<file path="config.mk">
export PLATFORM = sky130hd
export DESIGN_NAME = fpa_rr_scheduler
export DESIGN_NICKNAME = d
export VERILOG_FILES = /design/src/rtl/fpa_rr_scheduler.sv
export SDC_FILE = /design/constraint.sdc
export NUM_CORES = 1
export LEC_CHECK = 0
export ABC_CLOCK_PERIOD_IN_PS = 6200
export BUFFER_PORTS_ARGS = -buffer_cell sky130_fd_sc_hd__buf_2
export CAP_MARGIN = 20
export CORE_AREA = 2 2 207 209
export CTS_BUF_LIST = sky130_fd_sc_hd__clkbuf_16
export DETAILED_ROUTE_END_ITERATION = 8
export DIE_AREA = 0 0 209 211
export GPL_ROUTABILITY_DRIVEN = 0
export PLACE_DENSITY = 0.5
export SLEW_MARGIN = 20
export SYNTH_ARGS = -nofsm -noshare
export SYNTH_HDL_FRONTEND = slang
export SYNTH_SLANG_ARGS = --single-unit
</file>
<file path="constraint.sdc">
create_clock -name clk -period 6.2 [get_ports clk]
set_input_delay 1.55 -clock clk [delete_from_list [all_inputs] [get_ports clk]]
set_output_delay 1.55 -clock clk [all_outputs]
set_load 0.01 [all_outputs]
</file>
<file path="src/rtl/fpa_rr_scheduler.sv">
// Round-robin issue scheduler sharing one fixed-latency pipelined FP adder among NREQ requesters.
// A tag pipe that runs in step with the adder routes each result back to the requester that issued it.
module fpa_rr_scheduler #(
  parameter int NREQ       = 2,
  parameter int PIPE_DEPTH = 4,
  parameter int ID_W       = (NREQ > 1) ? $clog2(NREQ) : 1,
  parameter int CNT_W      = $clog2(PIPE_DEPTH + 2) + 1
) (
  input  logic               clk,
  input  logic               rst_n,
  input  logic [NREQ-1:0]    req_valid,
  output logic [NREQ-1:0]    req_ready,
  input  logic [NREQ*64-1:0] req_a,
  input  logic [NREQ*64-1:0] req_b,
  output logic               fpa_in_valid,
  output logic [63:0]        fpa_a,
  output logic [63:0]        fpa_b,
  input  logic [63:0]        fpa_result,
  output logic [NREQ-1:0]    rsp_valid,
  output logic [63:0]        rsp_result,
  input  logic               drain,
  output logic               idle,
  output logic [CNT_W-1:0]   in_flight
);

  typedef enum logic [1:0] {ST_RUN, ST_DRAIN, ST_HALT} state_t;

  state_t                           state_q, state_d;
  logic                             idle_q, idle_d;
  logic [ID_W-1:0]                  ptr_q, ptr_d;
  logic                             fpa_in_valid_q, fpa_in_valid_d;
  logic [63:0]                      fpa_a_q, fpa_a_d;
  logic [63:0]                      fpa_b_q, fpa_b_d;
  logic [ID_W-1:0]                  issue_id_q, issue_id_d;
  logic [PIPE_DEPTH-1:0]            tag_vld_q, tag_vld_d;
  logic [PIPE_DEPTH-1:0][ID_W-1:0]  tag_id_q, tag_id_d;
  logic [NREQ-1:0]                  rsp_valid_q, rsp_valid_d;
  logic [63:0]                      rsp_result_q, rsp_result_d;
  logic [CNT_W-1:0]                 in_flight_q, in_flight_d;

  logic [NREQ-1:0]                  grant;
  logic [ID_W-1:0]                  grant_id;
  logic [ID_W-1:0]                  cand;
  logic                             grant_any;
  logic [63:0]                      op_a;
  logic [63:0]                      op_b;

  // Rotating-priority scan starting at ptr; reset also masks the combinational grant.
  always_comb begin
    grant     = '0;
    grant_id  = '0;
    cand      = '0;
    grant_any = 1'b0;
    ptr_d     = ptr_q;
    if (state_q == ST_RUN && rst_n) begin
      for (int k = 0; k < NREQ; k++) begin
        cand = ID_W'((int'(ptr_q) + k) % NREQ);
        if (!grant_any && req_valid[cand]) begin
          grant_any   = 1'b1;
          grant[cand] = 1'b1;
          grant_id    = cand;
          ptr_d       = ID_W'((int'(ptr_q) + k + 1) % NREQ);
        end
      end
    end
  end

  always_comb begin
    op_a = '0;
    op_b = '0;
    for (int k = 0; k < NREQ; k++) begin
      op_a = op_a | (req_a[k*64 +: 64] & {64{grant[k]}});
      op_b = op_b | (req_b[k*64 +: 64] & {64{grant[k]}});
    end
  end

  always_comb begin
    fpa_in_valid_d = grant_any;
    fpa_a_d        = grant_any ? op_a : fpa_a_q;
    fpa_b_d        = grant_any ? op_b : fpa_b_q;
    issue_id_d     = grant_any ? grant_id : issue_id_q;

    // Tag pipe is fed from the issue register so its head lines up with fpa_result.
    tag_vld_d[0] = fpa_in_valid_q;
    tag_id_d[0]  = issue_id_q;
    for (int k = 1; k < PIPE_DEPTH; k++) begin
      tag_vld_d[k] = tag_vld_q[k-1];
      tag_id_d[k]  = tag_id_q[k-1];
    end

    rsp_valid_d  = '0;
    rsp_result_d = rsp_result_q;
    if (tag_vld_q[PIPE_DEPTH-1]) begin
      rsp_valid_d[tag_id_q[PIPE_DEPTH-1]] = 1'b1;
      rsp_result_d                        = fpa_result;
    end

    in_flight_d = in_flight_q + CNT_W'(grant_any) - CNT_W'(|rsp_valid_q);
  end

  always_comb begin
    state_d = state_q;
    unique case (state_q)
      ST_RUN:   if (drain) state_d = ST_DRAIN;
      ST_DRAIN: begin
        if (!drain)                 state_d = ST_RUN;
        else if (in_flight_q == '0) state_d = ST_HALT;
      end
      ST_HALT:  if (!drain) state_d = ST_RUN;
      default:  state_d = ST_RUN;
    endcase
    idle_d = (state_d == ST_HALT);
  end

  always_ff @(posedge clk or negedge rst_n) begin
    if (!rst_n) begin
      state_q        <= ST_RUN;
      idle_q         <= 1'b0;
      ptr_q          <= '0;
      fpa_in_valid_q <= 1'b0;
      fpa_a_q        <= '0;
      fpa_b_q        <= '0;
      issue_id_q     <= '0;
      tag_vld_q      <= '0;
      tag_id_q       <= '0;
      rsp_valid_q    <= '0;
      rsp_result_q   <= '0;
      in_flight_q    <= '0;
    end else begin
      state_q        <= state_d;
      idle_q         <= idle_d;
      ptr_q          <= ptr_d;
      fpa_in_valid_q <= fpa_in_valid_d;
      fpa_a_q        <= fpa_a_d;
      fpa_b_q        <= fpa_b_d;
      issue_id_q     <= issue_id_d;
      tag_vld_q      <= tag_vld_d;
      tag_id_q       <= tag_id_d;
      rsp_valid_q    <= rsp_valid_d;
      rsp_result_q   <= rsp_result_d;
      in_flight_q    <= in_flight_d;
    end
  end

  assign req_ready    = grant;
  assign fpa_in_valid = fpa_in_valid_q;
  assign fpa_a        = fpa_a_q;
  assign fpa_b        = fpa_b_q;
  assign rsp_valid    = rsp_valid_q;
  assign rsp_result   = rsp_result_q;
  assign idle         = idle_q;
  assign in_flight    = in_flight_q;

endmodule

</file>
==> impl_results.rst <==
.. list-table::
   :header-rows: 1

   * - Metric
     - Value
   * - Status
     - complete, no violations
   * - Total count of hold-check failures in the final report
     - 0
   * - Portion of total power attributed to sequential cells
     - approximately two fifths
   * - Warnings, synthesis
     - 0
   * - Buffers inserted by post-CTS timing repair
     - 0
   * - Leading cell type in the layout, fill and taps excluded
     - buf_2
   * - Net switching share of the total power
     - between 30% and 40%
   * - Clock power frac
     - a little over a quarter
   * - Die width
     - ~210 um
   * - HPWL after detailed placement
     - ~24,000 um
   * - Tot GR Track Use
     - between 10% and 20%
   * - Die outline area
     - about 44,000 um^2
   * - Vias
     - between 8k and 9k
   * - Maximum clock insertion buffer count
     - 3
   * - Power per cell area
     - 405.6 nW/um^2
   * - Total congestion overflow
     - 0
   * - CTS sink cnt
     - 212
   * - Number of gates given a new drive strength after cts
     - 0
   * - Share of synthesized cell area in and, or, nand and nor gates
     - about 13%
   * - CORE AREA
     - approximately 42,000 um^2
   * - I/O pin total
     - roughly 530
   * - Relative slew margins
     - between 30 and 40%
   * - CP endpoint
     - req_ready[0]
   * - Accumulated negative setup slack
     - 0 ns
   * - Data arrival time of the critical path
     - 2.80 ns
   * - Die height
     - roughly 210 um
   * - Reg clk slew, reported paths
     - approximately 0.05 ns
   * - Final period demand of the worst path
     - ~4.3 ns
   * - Number of clock buffers inserted by TritonCTS
     - 24
   * - Launch point of the worst path
     - rst_n
   * - Register area share after synthesis
     - 58.07%
   * - Global-route wire length before repair
     - between 40,000 and 50,000 um
   * - Count of buffers inserted at the top-level ports
     - approximately 530
   * - R2R Setup Slk
     - about 3.5 ns
   * - Share of synthesized cell area in full adder, half adder and majority cells
     - 0.9039%
   * - Logic pwr share
     - roughly a third
   * - DR DRC count
     - 0
   * - Count of hold-fix buffers inserted at cts
     - 0
   * - Fillcell total
     - between 4k and 5k
   * - Clock skew
     - approximately 0.019 ns
   * - Total detailed-routing wirelength
     - roughly 33,000 um
   * - Area taken by multi-input logic gates
     - about 3400 um^2
   * - Number of cells on the worst reg-to-reg path
     - 4
   * - Peak ir drop on the vdd network
     - between 0.2 and 0.25 mV
   * - Portion of netlist area occupied by mux cells
     - under 10%
   * - Post-DR vias/cell
     - around 4.6
   * - Synth Cell Area
     - roughly 9100 um^2
   * - Worst-margin pin slew
     - 0.9553 ns
   * - Row count
     - 75
   * - Critical path's slowest cell
     - nor3b_2
   * - Final Cycle Share
     - 70.09%
   * - CTS tree
     - done
   * - P_leak
     - approximately 6.4 nW
   * - Commonest cells after routing, fill and taps aside
     - 524 x buf_2, 211 x dfrtp_1, 130 x nand2_1
   * - Growth of design area from synthesis to finish
     - 41.11%
   * - Critical Path Source Type
     - input port
   * - Ratio of cells with drive above 1 in the final layout
     - about 50%
   * - First-pass iteration count of the detailed router
     - 7
   * - Clock network latency to the later pin of the worst-skew pair
     - approximately 0.53 ns
   * - Post-Synthesis Cells
     - between 700 and 800
   * - # Max-Cap Violations
     - 0
   * - Post-synthesis register bit count
     - ~210
   * - Worst min path class
     - reg2reg
   * - Maximum fanout along the worst path
     - 50
   * - Post-route antenna net violation count
     - 0
   * - Power, Total
     - around 5.2 mW
   * - Antenna diode instance count
     - 0
   * - Final Max Slew Viols
     - 0
   * - XOR/XNOR share of the synthesized area
     - less than 1%
   * - Vias in the first global route
     - 8,658
   * - Share of the synthesized area in compound gates (AO/OA/AOI/OAI)
     - around 15%
   * - CTS root buffer
     - clkbuf_16
   * - Routed WL per cell
     - 18.26 um
   * - Setup-violating endpoint count in the final report
     - 0
   * - Fin nets
     - around 1.6k
   * - Cell internal power dissipation
     - 3.496 mW
   * - Average footprint of a synthesized cell
     - approximately 12 um^2
   * - Kind of capture point of the worst setup path
     - output port
   * - 1st-iter DRT viols
     - 409
   * - Crit Path Class
     - in2out
   * - R2R Path End
     - fpa_a[9]$_DFFE_PN0P_
   * - Initial Utilization
     - 21.88%
   * - Delay contributed by the slowest stage of the critical path
     - approximately 0.42 ns
   * - Crit path cell chain
     - clkbuf_8 -> nor3b_2 -> and3_4 -> buf_2
   * - H-Tree Level Count
     - 1
   * - Sequential Area
     - 5306 um^2
   * - Hold-critical path depth
     - 0
   * - RSZ-0062 raised after global routing
     - false
   * - Largest family of logic cells by synthesized area
     - compound AO/OA/AOI/OAI gates
   * - Total nets after synthesis
     - about 1.1k
   * - Required time at the endpoint of the critical path
     - roughly 4.7 ns
   * - Largest net degree at the start of global routing
     - 86
   * - Number of distinct library cell variants in the gate-level netlist after synthesis
     - 29
   * - Number of antenna violations at the first check in global routing
     - 0
   * - Highest attainable clock frequency
     - around 230 MHz
   * - Critical R2R Launch
     - ptr_q$_DFFE_PN0P_
   * - Sw Pwr
     - around 1.7 mW
   * - Utilization of the core after routing
     - between 30 and 40%
-- flip-flops by register name, indices dropped and copies added (netlist names) --
name / count
rsp_result: 64
tag_vld_q: 4
fpa_b: 64
fpa_in_valid: 1
issue_id_q: 1
tag_id_q: 1
rsp_valid: 2
state_q: 2
ptr_q: 1
in_flight: 4
idle: 1
tag_id_d: 3
fpa_a: 64
-- layer usage --
layer  vias up  wire, um  GRT usage [%]
li1       3860         -              -
met1      4037     13700          17.57
met2       381     16210          24.82
met3        48      2430          3.449
met4         0       808          4.360
met5         -         0              0
-- power groups by stage --
stage | logic, mW | registers, mW | clock network [mW]
6_report | 1.70 | 2.15 | 1.38
5_1_grt | 1.85 | 2.21 | 1.48
4_1_cts | 1.74 | 2.15 | 1.43
3_5_place_dp | 1.74 | 2.16 | 0
3_3_place_gp | 1.72 | 2.16 | 0
2_1_floorplan | 0.713 | 2.34 | 0
-- cell type report --
| class | instances | share of cell area (%) |
|---|---|---|
| multi-input combinational | 478 | 26.33 |
| tap | 539 | 5.231 |
| sequential | 212 | 41.16 |
| timing repair buffer | 538 | 21.21 |
| clock buffer | 24 | 4.658 |
| inverter | 8 | 0.2329 |
| clock inverter | 16 | 1.184 |
-- worst max-delay path: cells and delay by family --
family	cells	cell delay, ns
buffers and inverters	2	0.51
AND/OR/NAND/NOR	2	0.70
-- worst min-delay path by stage --
stage / start / to / slack (ns)
floorplan: tag_id_d[1]$_DFF_PN0_ / tag_id_d[2]$_DFF_PN0_ / 0.33
global route: tag_id_d[2]$_DFF_PN0_ / tag_id_d[3]$_DFF_PN0_ / 0.35
global placement: tag_vld_q[2]$_DFF_PN0_ / tag_vld_q[3]$_DFF_PN0_ / 0.33
CTS: tag_id_d[2]$_DFF_PN0_ / tag_id_d[3]$_DFF_PN0_ / 0.35
finish: tag_vld_q[0]$_DFF_PN0_ / tag_vld_q[1]$_DFF_PN0_ / 0.35
detailed placement: tag_id_d[2]$_DFF_PN0_ / tag_id_d[3]$_DFF_PN0_ / 0.34
-- per-stage QoR --
stage | cell area [um^2] | hold slack [ns] | instances | setup slack (ns)
after floorplan | 9136 | 0.3312 | 776 | 2.176
after global placement | 12140 | 0.3323 | 1775 | 1.827
after detailed placement | 12140 | 0.3371 | 1775 | 1.810
after CTS | 12890 | 0.3505 | 1815 | 1.809
after global routing | 12890 | 0.3534 | 1815 | 1.708
final | 12890 | 0.3461 | 1815 | 1.855
-- cells in the mapped netlist --
library cell | count | area (um^2)
nor2b_1 | 2 | 12.51
and2b_1 | 1 | 7.510
a21oi_1 | 2 | 10.01
buf_1 | 8 | 30.03
buf_4 | 2 | 15.01
o21ai_2 | 1 | 8.760
a31oi_1 | 1 | 6.260
nor3_1 | 129 | 645.6
a221o_1 | 128 | 1281
o21a_1 | 2 | 15.01
ha_1 | 5 | 62.56
and2_1 | 1 | 6.260
clkbuf_1 | 26 | 97.59
mux2_2 | 64 | 720.7
nor4_1 | 1 | 6.260
a21o_1 | 2 | 15.01
or3b_4 | 1 | 11.26
dfrtp_1 | 212 | 5305
nor3b_1 | 1 | 7.510
xnor2_1 | 1 | 8.760
buf_2 | 31 | 155.2
xor2_1 | 1 | 8.760
nand2_1 | 130 | 488.0
buf_6 | 11 | 123.9
fa_1 | 1 | 20.02
and3_1 | 1 | 6.260
inv_1 | 8 | 30.03
or2_2 | 1 | 6.260
nor3b_2 | 2 | 25.02
-- cells by family (layout without fill, tap and decap cells) --
| logic type | after synthesis | after routing |
|---|---|---|
| DFF | 212 | 212 |
| adders and majority gates | 6 | 6 |
| AOI/OAI and AO/OA | 136 | 136 |
| xor gates and xnor gates | 2 | 2 |
| buffers and inverters | 86 | 586 |
| and+or+nand+nor | 270 | 270 |
| muxes | 64 | 64 |
No activity file was read; power rests on OpenSTA's default activity.
